==> config.mk <==
export PLATFORM = sky130hd
export DESIGN_NAME = serial_word_feeder
export DESIGN_NICKNAME = d
export VERILOG_FILES = /design/src/rtl/seq_det_pkg.sv /design/src/rtl/serial_word_feeder.sv
export SDC_FILE = /design/constraint.sdc
export NUM_CORES = 1
export LEC_CHECK = 0
export BUFFER_PORTS_ARGS = -buffer_cell sky130_fd_sc_hd__buf_2
export CORE_AREA = 2 2 63 65
export DETAILED_ROUTE_END_ITERATION = 7
export DIE_AREA = 0 0 65 67
export PLACE_DENSITY = 0.52
export SLEW_MARGIN = 10
export SYNTH_ARGS = -nofsm -noshare
export SYNTH_HDL_FRONTEND = slang
export SYNTH_SLANG_ARGS = --single-unit
==> constraint.sdc <==
create_clock -name clk -period 2.9 [get_ports clk]
set_clock_uncertainty 0.1 [all_clocks]
set_input_delay 0.58 -clock clk [delete_from_list [all_inputs] [get_ports clk]]
set_output_delay 0.58 -clock clk [all_outputs]
set_load 0.02 [all_outputs]
==> src/rtl/seq_det_pkg.sv <==
// rtl/seq_det_pkg.sv - shared constants and types for the 101 sequence detector slice
package seq_det_pkg;

    localparam int SER_WIDTH = 8;

    // Pattern the downstream detector looks for; benches use it to model the detector.
    localparam logic [2:0] DET_PATTERN = 3'b101;

    typedef enum logic {
        IDLE  = 1'b0,
        SHIFT = 1'b1
    } feeder_state_t;

endpackage

==> src/rtl/serial_word_feeder.sv <==
// rtl/serial_word_feeder.sv - parallel word to serial bit stream feeder with one-word holding register
module serial_word_feeder
    import seq_det_pkg::*;
#(
    parameter int WIDTH     = SER_WIDTH,
    parameter bit MSB_FIRST = 1'b1
) (
    input  logic             clk,
    input  logic             rst,
    input  logic [WIDTH-1:0] in_data,
    input  logic             in_valid,
    output logic             in_ready,
    output logic             ser_bit,
    output logic             ser_valid,
    output logic             word_done,
    output logic             busy
);

    localparam int CW = $clog2(WIDTH);
    localparam logic [CW-1:0] LAST_CNT = CW'(WIDTH - 1);

    feeder_state_t    state, state_nxt;
    logic [WIDTH-1:0] sh, sh_nxt;
    logic [WIDTH-1:0] hold, hold_nxt;
    logic [CW-1:0]    cnt, cnt_nxt;
    logic             hold_v, hold_v_nxt;
    logic             accept;
    logic             at_last;
    logic [WIDTH-1:0] sh_shifted;

    // in_ready depends only on registered state so upstream never sees a comb path.
    assign in_ready   = !hold_v;
    assign accept     = in_valid && in_ready;
    assign at_last    = (state == SHIFT) && (cnt == LAST_CNT);
    assign sh_shifted = MSB_FIRST ? {sh[WIDTH-2:0], 1'b0} : {1'b0, sh[WIDTH-1:1]};

    assign ser_valid  = (state == SHIFT);
    assign ser_bit    = ser_valid && (MSB_FIRST ? sh[WIDTH-1] : sh[0]);
    assign word_done  = at_last;
    assign busy       = (state == SHIFT) || hold_v;

    always_ff @(posedge clk or posedge rst) begin
        if (rst) begin
            state  <= IDLE;
            sh     <= '0;
            hold   <= '0;
            cnt    <= '0;
            hold_v <= 1'b0;
        end else begin
            state  <= state_nxt;
            sh     <= sh_nxt;
            hold   <= hold_nxt;
            cnt    <= cnt_nxt;
            hold_v <= hold_v_nxt;
        end
    end

    always_comb begin
        state_nxt  = state;
        sh_nxt     = sh;
        hold_nxt   = hold;
        cnt_nxt    = cnt;
        hold_v_nxt = hold_v;

        case (state)
            IDLE: begin
                if (accept) begin
                    sh_nxt    = in_data;
                    cnt_nxt   = '0;
                    state_nxt = SHIFT;
                end
            end
            SHIFT: begin
                if (cnt == LAST_CNT) begin
                    // Held word wins over a fresh one so ordering is preserved.
                    if (hold_v) begin
                        sh_nxt     = hold;
                        cnt_nxt    = '0;
                        hold_v_nxt = 1'b0;
                        if (accept) begin
                            hold_nxt   = in_data;
                            hold_v_nxt = 1'b1;
                        end
                    end else if (accept) begin
                        sh_nxt  = in_data;
                        cnt_nxt = '0;
                    end else begin
                        cnt_nxt   = '0;
                        state_nxt = IDLE;
                    end
                end else begin
                    sh_nxt  = sh_shifted;
                    cnt_nxt = cnt + CW'(1);
                    if (accept) begin
                        hold_nxt   = in_data;
                        hold_v_nxt = 1'b1;
                    end
                end
            end
            default: state_nxt = IDLE;
        endcase
    end

endmodule

Word level (Yosys, flattened, before mapping)
Index checks and enable logic that the tools add are counted.
Word-level totals
  bits in registers: 21
  word-level logic and storage cells: 35
Operators by class
  add/subtract/negate cells: 1
  equality and inequality tests: 3
  muxes and demuxes: 17
  bitwise logic cells: 1
  reductions and logical operators: 8
Operator list (number)
  8-bit two-way mux: 6
  8-bit case mux with 2 select lines: 1
  1-bit two-way mux: 6
  3-bit two-way mux: 2
  3-bit case mux with 2 select lines: 1
  2-bit != test, second input constant: 2
  2-bit AND reduction: 2
  3-bit by 1-bit adder with 3-bit output, second input constant: 1
  3-bit equality test, second input constant: 1
  1-bit logical AND: 3
  1-bit case mux with 2 select lines: 1
  2-bit nonzero test: 1
  1-bit zero test: 1
  1-bit logical OR: 1
  1-bit inverter: 1

Logic depth before layout (Yosys ltp)
Gate-level depths: netlist of run 1.
  depth after elaboration: 6
  gate-level depth with buffers: 6
  depth with buffers taken out: 5

Worst setup path before layout of run 1
No wires, ideal clock.
  path type: register to output
  start: register cnt[0]
  end: output word_done
  arrival: 1.153 ns
  data required time: 2.220 ns
  path slack: 1.067 ns
  stages on the path, launching flop included: 5
  buffers on the path: 1
  cell sequence: dfrtp_1 -> ha_1 -> ha_1 -> buf_2 -> and2_1
Between the ends
  longest elaborated chain between the ends: 2
RTL lines
  from (decl): RTL line serial_word_feeder.sv:25  | logic [CW-1:0] cnt, cnt_nxt;
  from (signal assigned): RTL line serial_word_feeder.sv:53  | cnt <= cnt_nxt;
  3-bit equality test: RTL line serial_word_feeder.sv:34  | assign at_last = (state == SHIFT) && (cnt == LAST_CNT);
  1-bit logical AND: RTL line serial_word_feeder.sv:34
  to (decl): RTL line serial_word_feeder.sv:15  | output logic word_done,
Every way passes these cells.

Worst setup path after layout of run 1
Ends and elaborated chain as after synthesis.

==> impl_results.md, run 1 <==
- Status: complete, no violations
- Crit path launch type: register
- Vias: 773
- Combinational share of power: 43.4%
- Ys flop type: dfrtp_1
- Core Rows: 22
- Clock latency on the worst-skew pair: 0.27 ns
- Final period utilization: 78.7%
- Total track usage: 11.6%
- Worst-Margin Slew: 0.798 ns
- Critical Path Most Common Cell: ha_1
- Total Wirelength: 2.18 mm
- Power per cell area: 1140 nW/um^2
- Final Max Slew Viols: 0
- EDFF count, synth: 0
- CTS tree: built
- #FFs+latches synth: 21
- Remaining DRCs: 0
- Yosys cell types: 22
- Deepest clock path buffer count: 2
- Slowest stage cell, crit path: dfrtp_1
- 1st-iter DRT viols: 55
- Layout cells sized above 1: 27.0%
- Leading area contributor after synthesis: dfrtp_1
- Fin. Hold Viols: 0
- First-pass GRT wire length: 3.75 mm
- Sink Count: 21
- YS warnings: 0
- RSZ-0062 raised after global routing: false
- Post-CTS sizing: 0
- Total power: 1370 uW
- Top Ports: 16
- Internal power: 836 uW
- Worst VDD drop: 0.384 mV
- CTS H-tree lvls: 1
- NetSw: 536 uW
- Crit. End Element: primary output
- HP Class: in2async
- Register area: 526 sq um
- Core Box Area: 3610 sq um
- DPL Wire Length: 1.47 mm
- Die height: 67 um
- Critical Path RT: 2.22 ns
- Cells along the critical path: ha_1 -> ha_1 -> and2_1 -> buf_2
- # diodes: 0
- Mapped cell area: 1050 sq um
- CP Max Fanout: 12
- Worst rel slew slack: 46.7%
- Count leader, synth: nand2_1
- PortBufs: 15
- Reg clk slew, reported paths: 0.09 ns
- Clk pwr share: 14.3%
- Layout Nets: 126
- Starting Density: 29.1%
- Worst Path Class, Setup: reg2out
- Data arrival, critical path: 1.60 ns
- Syn_area_per_cell: 10.9 sq um
- Met3 Use GR: 3.04%
- Pre-antenna DRT Iters: 5
- Top cells by area, synth: dfrtp_1, mux2_4, nand2_1
- Max-Cap Viols: 0
- Postcts setup bufs: 0
- Grt ovf: 0
- Sequential share of power: 42.3%
- Post-synth top cells: nand2_1, dfrtp_1, mux2_4, a32oi_1, o22ai_1
- DP Area: 1150 sq um
- Leak pwr: 0.000560 uW
- CP max stage delay: 0.40 ns
- Full die area: 4360 sq um
- Switching Fraction: 39.1%
- Hold_buf cts: 0
- Die width: 65 um
- Register area share after synthesis: 50.1%
- Setup-failing EPs final: 0
- Number of vias per cell: 4.86
- Gpl congestion: 0.713
- Root buffer cell: clkbuf_8
- Vias in the first global route: 794
- Routed WL per cell: 13.7 um
- Antenna viol nets, final: 0
- Mapped Cells: 96
- GR peak layer: met2
- Initial antenna violation count: 0
- GR Util met2: 18.0%
- Fmax: 438 MHz
- Post-route design area: 1200 sq um
- Syn Nets: 110
- Maximum number of pins on one net before global-route repair: 23
- Post-synth top area share: 50.1%
- Crit path time final: 2.28 ns
- Multi-input logic area: 483 sq um
- Fillers: 373
- Area delta synth->final: 14.6%
- Setup_tns: 0 ns
- Async SR Flop Fraction: 100%
- Met1 Resource Use GR: 15.6%
- CTS Buf Count: 3
==> sequential cells by signal (all words and copies together) (netlist names) <==
signal / flops
hold: 8
sh: 8
cnt: 3
hold_v: 1
ser_valid: 1
==> stage by stage <==
step | worst slack [ns] | util, % | hold slack, ns | cells
floorplan | 1.07 | - | 0.376 | 96
global placement | 0.891 | 32.0 | 0.398 | 155
detailed placement | 0.837 | 32.0 | 0.403 | 155
CTS | 0.600 | 33.3 | 0.390 | 159
global route | 0.523 | 33.3 | 0.419 | 159
finish | 0.618 | 33.3 | 0.348 | 159
==> path summary, 6_finish.rpt <==
check,from,to,slack [ns],cells past startpoint
worst min register to register,hold[5]$_DFFE_PP0P_,hold[5]$_DFFE_PP0P_,0.42,1
worst max register to register,cnt[0]$_DFFE_PP0P_,hold[4]$_DFFE_PP0P_,0.85,5
worst max-delay path,cnt[0]$_DFFE_PP0P_,word_done,0.62,4
min in group clk,hold[5]$_DFFE_PP0P_,hold[5]$_DFFE_PP0P_,0.42,1
worst min-delay path,rst,hold[6]$_DFFE_PP0P_,0.35,2
max in group asynchronous,rst,cnt[0]$_DFFE_PP0P_,1.84,2
==> layer usage <==
metal	wire length, um	part of all wire [%]	up-vias
met5	0	0	-
met4	29	1.3	0
met3	89	4.1	4
met2	981	45	16
met1	1080	50	383
li1	-	-	370
==> area by class of cell <==
class | instances | share of cell area, %
flip-flops and latches | 21 | 43.8
multi-input cells | 68 | 40.2
repair buffers | 15 | 6.25
well taps | 48 | 5.00
clock buffers | 3 | 3.44
inverters | 3 | 0.938
clock inverters | 1 | 0.417
==> power by group through the flow <==
| stage | registers [uW] | clock network, uW | logic, uW |
|---|---|---|---|
| 4_1_cts | 580 | 205 | 603 |
| 2_1_floorplan | 529 | 0 | 518 |
| 3_5_place_dp | 582 | 0 | 603 |
| 5_1_grt | 606 | 216 | 674 |
| 3_3_place_gp | 582 | 0 | 583 |
| 6_report | 580 | 196 | 595 |
==> placed cells by master, fill, tap and decap left out <==
cell type	n
nand2_1	24
clkbuf_8	3
nand2b_1	1
and2_1	2
inv_1	3
clkinv_2	1
o21ai_1	4
ha_1	3
o22ai_1	7
a32oi_1	7
nand2b_4	1
nor3_1	1
nor2b_1	1
buf_2	15
o21ai_0	2
and2b_1	1
mux2_4	8
nor2_8	1
or2_2	1
nor2_1	2
dfrtp_1	21
a211oi_1	2
==> critical path: cells and delay by family, from the launching register on <==
kind,cells,cell delay (ns)
flops,1,0.40
fa+ha+maj,2,0.56
buf+inv,1,0.15
simple gates,1,0.23
==> cell families (layout without fill, tap and decap cells) <==
kind of cell	after synthesis	in the layout	synth area share, %
adders and majority gates	3	3	3.58
AOI/OAI and AO/OA	22	22	14.3
muxes	8	8	11.5
and+or+nand+nor	35	35	16.7
buffers and inverters	7	22	3.82
DFF	21	21	50.1
Power figures use the tool's default switching activity.
==> inputs of run 2 (changes only) <==
==> constraint.sdc (replaced) <==
create_clock -name clk -period 2.3 [get_ports clk]
set_clock_uncertainty 0.1 [all_clocks]
set_input_delay 0.46 -clock clk [delete_from_list [all_inputs] [get_ports clk]]
set_output_delay 0.46 -clock clk [all_outputs]
set_load 0.02 [all_outputs]
==> run 2 against run 1 <==
  * Sequential share of layout area shrank 0.76 points
  * Register-to-register slack lost 0.46 ns
  * Wire length grew 5.5%
  * Utilization grew 0.59 points
  * Worst setup slack got worse by 0.49 ns
  * Cell area increased by 1.8%
  * Cell count is 1.9% higher
  * Flip-flop and latch count stayed put
  * Via count grew 0.26%
  * Largest cell class unchanged
==> impl_results.md, run 2 (synthesis results as in run 1) <==
- Number of vias per cell: 4.78 (-1.6%)
- Met1 Resource Use GR: 17.0% (+1.4 points)
- PortBufs: 15 (unchanged)
- Postcts setup bufs: 0 (unchanged)
- Full die area: 4360 sq um (unchanged)
- Initial antenna violation count: 0 (unchanged)
- Final period utilization: 94.4%
- Worst Reg2Reg Path Length in Cells: 5 (unchanged)
- Combinational share of power: 46.0% (+2.6 points)
- 1st-iter DRT viols: 35 (-36%)
- Clk pwr share: 13.6% (-0.7 points)
- Leak pwr: 0.000572 uW (+2.2%)
- Sequential share of power: 40.4% (-1.9 points)
- First-pass GRT wire length: 4.11 mm (+9.8%)
- Slowest stage cell, crit path: dfrtp_1
- Die height: 67 um (unchanged)
- Register area: 526 sq um (unchanged)
- CTS Buf Count: 3 (unchanged)
- RSZ-0062 raised after global routing: false
- Setup-failing EPs final: 0 (unchanged)
- CP Max Fanout: 7 (-5)
- Final core occ: 33.9% (+0.59 points)
- Largest delay share family, worst path: adder cells
- Layout Nets: 129 (+2.4%)
- Critical Path RT: 1.74 ns (-0.48 ns)
- Final Max Slew Viols: 0 (unchanged)
- # diodes: 0 (unchanged)
- Worst Path Class, Setup: reg2out
- Fillers: 397 (+6.4%)
- Cell count along the critical path: 5 (+1)
- Root buffer cell: clkbuf_8
- Placed cells: 158 (+1.9%)
- Sink Count: 21 (unchanged)
- Worst VDD drop: 0.379 mV (-1.3%)
- GR peak layer: met2
- Most frequent cells in the layout: nand2_1, dfrtp_1, buf_2
- Total track usage: 12.8% (+1.1 points)
- Worst Setup SP: cnt[0]$_DFFE_PP0P_
- Die width: 65 um (unchanged)
- Worst path buffer plus inverter count: 2 (+1)
- Regs by FF count: hold x8, sh x8, cnt x3
- Worst R2R Start: cnt[0]$_DFFE_PP0P_
- Switching Fraction: 38.5% (-0.59 points)
- R2R setup slack: 0.39 ns (-0.46 ns)
- Data arrival, critical path: 1.61 ns (about the same)
- Deepest clock path buffer count: 2 (unchanged)
- Power per cell area: 1440 nW/um^2 (+26%)
- Routed WL per cell: 14.2 um (+3.5%)
- Grt ovf: 0 (unchanged)
- Setup_tns: 0 ns (unchanged)
- Cells along the critical path: ha_1 -> ha_1 -> buf_4 -> and2_1 -> buf_2
- Commonest non-fill, non-tap cell in the layout: nand2_1
- Area delta synth->final: 16.6%
- Pre-antenna DRT Iters: 4 (-1)
- Crit path launch type: register
- Post-CTS sizing: 0 (unchanged)
- Cell Count, Final, Fillers Out: 162 (+1.9%)
- Remaining DRCs: 0 (unchanged)
- Hold WS: 0.256 ns (-0.0919 ns)
- Reg clk slew, reported paths: 0.07 ns (-0.02 ns)
- CP max stage delay: 0.39 ns (about the same)
- Core Box Area: 3610 sq um (unchanged)
- Crit. End Element: primary output
- CTS tree: built
- DPL Wire Length: 1.54 mm (+5.3%)
- Max-Cap Viols: 0 (unchanged)
- Worst-Margin Slew: 0.827 ns (+0.0286 ns)
- Crit path time final: 2.17 ns
- CTS H-tree lvls: 1 (unchanged)
- Vias in the first global route: 806 (+1.5%)
- Critical Path Most Common Cell: ha_1
- Fmax: 461 MHz
- GR Util met2: 19.8% (+1.8 points)
- Total Wirelength: 2.30 mm (+5.5%)
- Total power: 1760 uW (+29%)
- Core Rows: 22 (unchanged)
- Clock latency on the worst-skew pair: 0.26 ns (about the same)
- Maximum number of pins on one net before global-route repair: 22 (-4.3%)
- Starting Density: 29.1% (unchanged)
- NetSw: 679 uW (+27%)
- HP Class: in2async
- Vias: 775 (+0.26%)
- Antenna viol nets, final: 0 (unchanged)
- Status: complete, no violations
- Fin. Hold Viols: 0 (unchanged)
- Gpl congestion: 0.756 (+6.0%)
- Multi-input logic area: 483 sq um (unchanged)
- Layout cells sized above 1: 28.1% (+1.0 points)
- Worst rel slew slack: 44.8% (-1.9 points)
- Hold_buf cts: 0 (unchanged)
- Top Ports: 16 (unchanged)
- Internal power: 1080 uW (+30%)
- Met3 Use GR: 3.72% (+0.68 points)
run 2: cell types whose count changed in the layout (fill, tap and decap cells not counted), sizes merged:
cell    previous run  this run
clkinv             1         0
buf               15        18
clkbuf             3         4
run 2: worst register-to-register path: stages (launching register included):
cell and delay [ns]:
dfrtp_1 0.39, ha_1 0.22, ha_1 0.24, nand2b_1 0.25, nor2_8 0.26, mux2_4 0.33
run 2: per-stage QoR:
step	worst slack (ns)	cell area, sq um
after floorplan	0.572	1050
after global placement	0.417	1180
after detailed placement	0.372	1180
after CTS	0.107	1220
after global routing	0.0397	1220
final	0.129	1220
run 2: power groups by stage:
stage / Combinational [uW] / Sequential [uW] / Clock (uW)
global route: 930 / 744 / 271
floorplan: 653 / 667 / 0
global placement: 797 / 713 / 0
detailed placement: 820 / 712 / 0
CTS: 821 / 710 / 250
finish: 811 / 712 / 240
run 2: final timing paths:
path                                             to
worst max-delay path                      word_done
worst min-delay path            hold[6]$_DFFE_PP0P_
worst max register to register  hold[3]$_DFFE_PP0P_
worst min register to register  hold[1]$_DFFE_PP0P_
max in group asynchronous        cnt[1]$_DFFE_PP0P_
min in group clk                hold[6]$_DFFE_PP0P_
run 2: per-layer routing:
layer	part of all wire (%)	wire, um
met3	3.4	79
met5	0	0
met2	47	1090
met4	0.61	14
met1	49	1120
run 2: final cells by class:
class	instances	share of cell area [%]
Multi-Input combinational cell	68	39.5
Sequential cell	21	43.0
Timing Repair Buffer	18	7.98
Clock buffer	4	3.68
Inverter	3	0.921
Tap cell	48	4.91
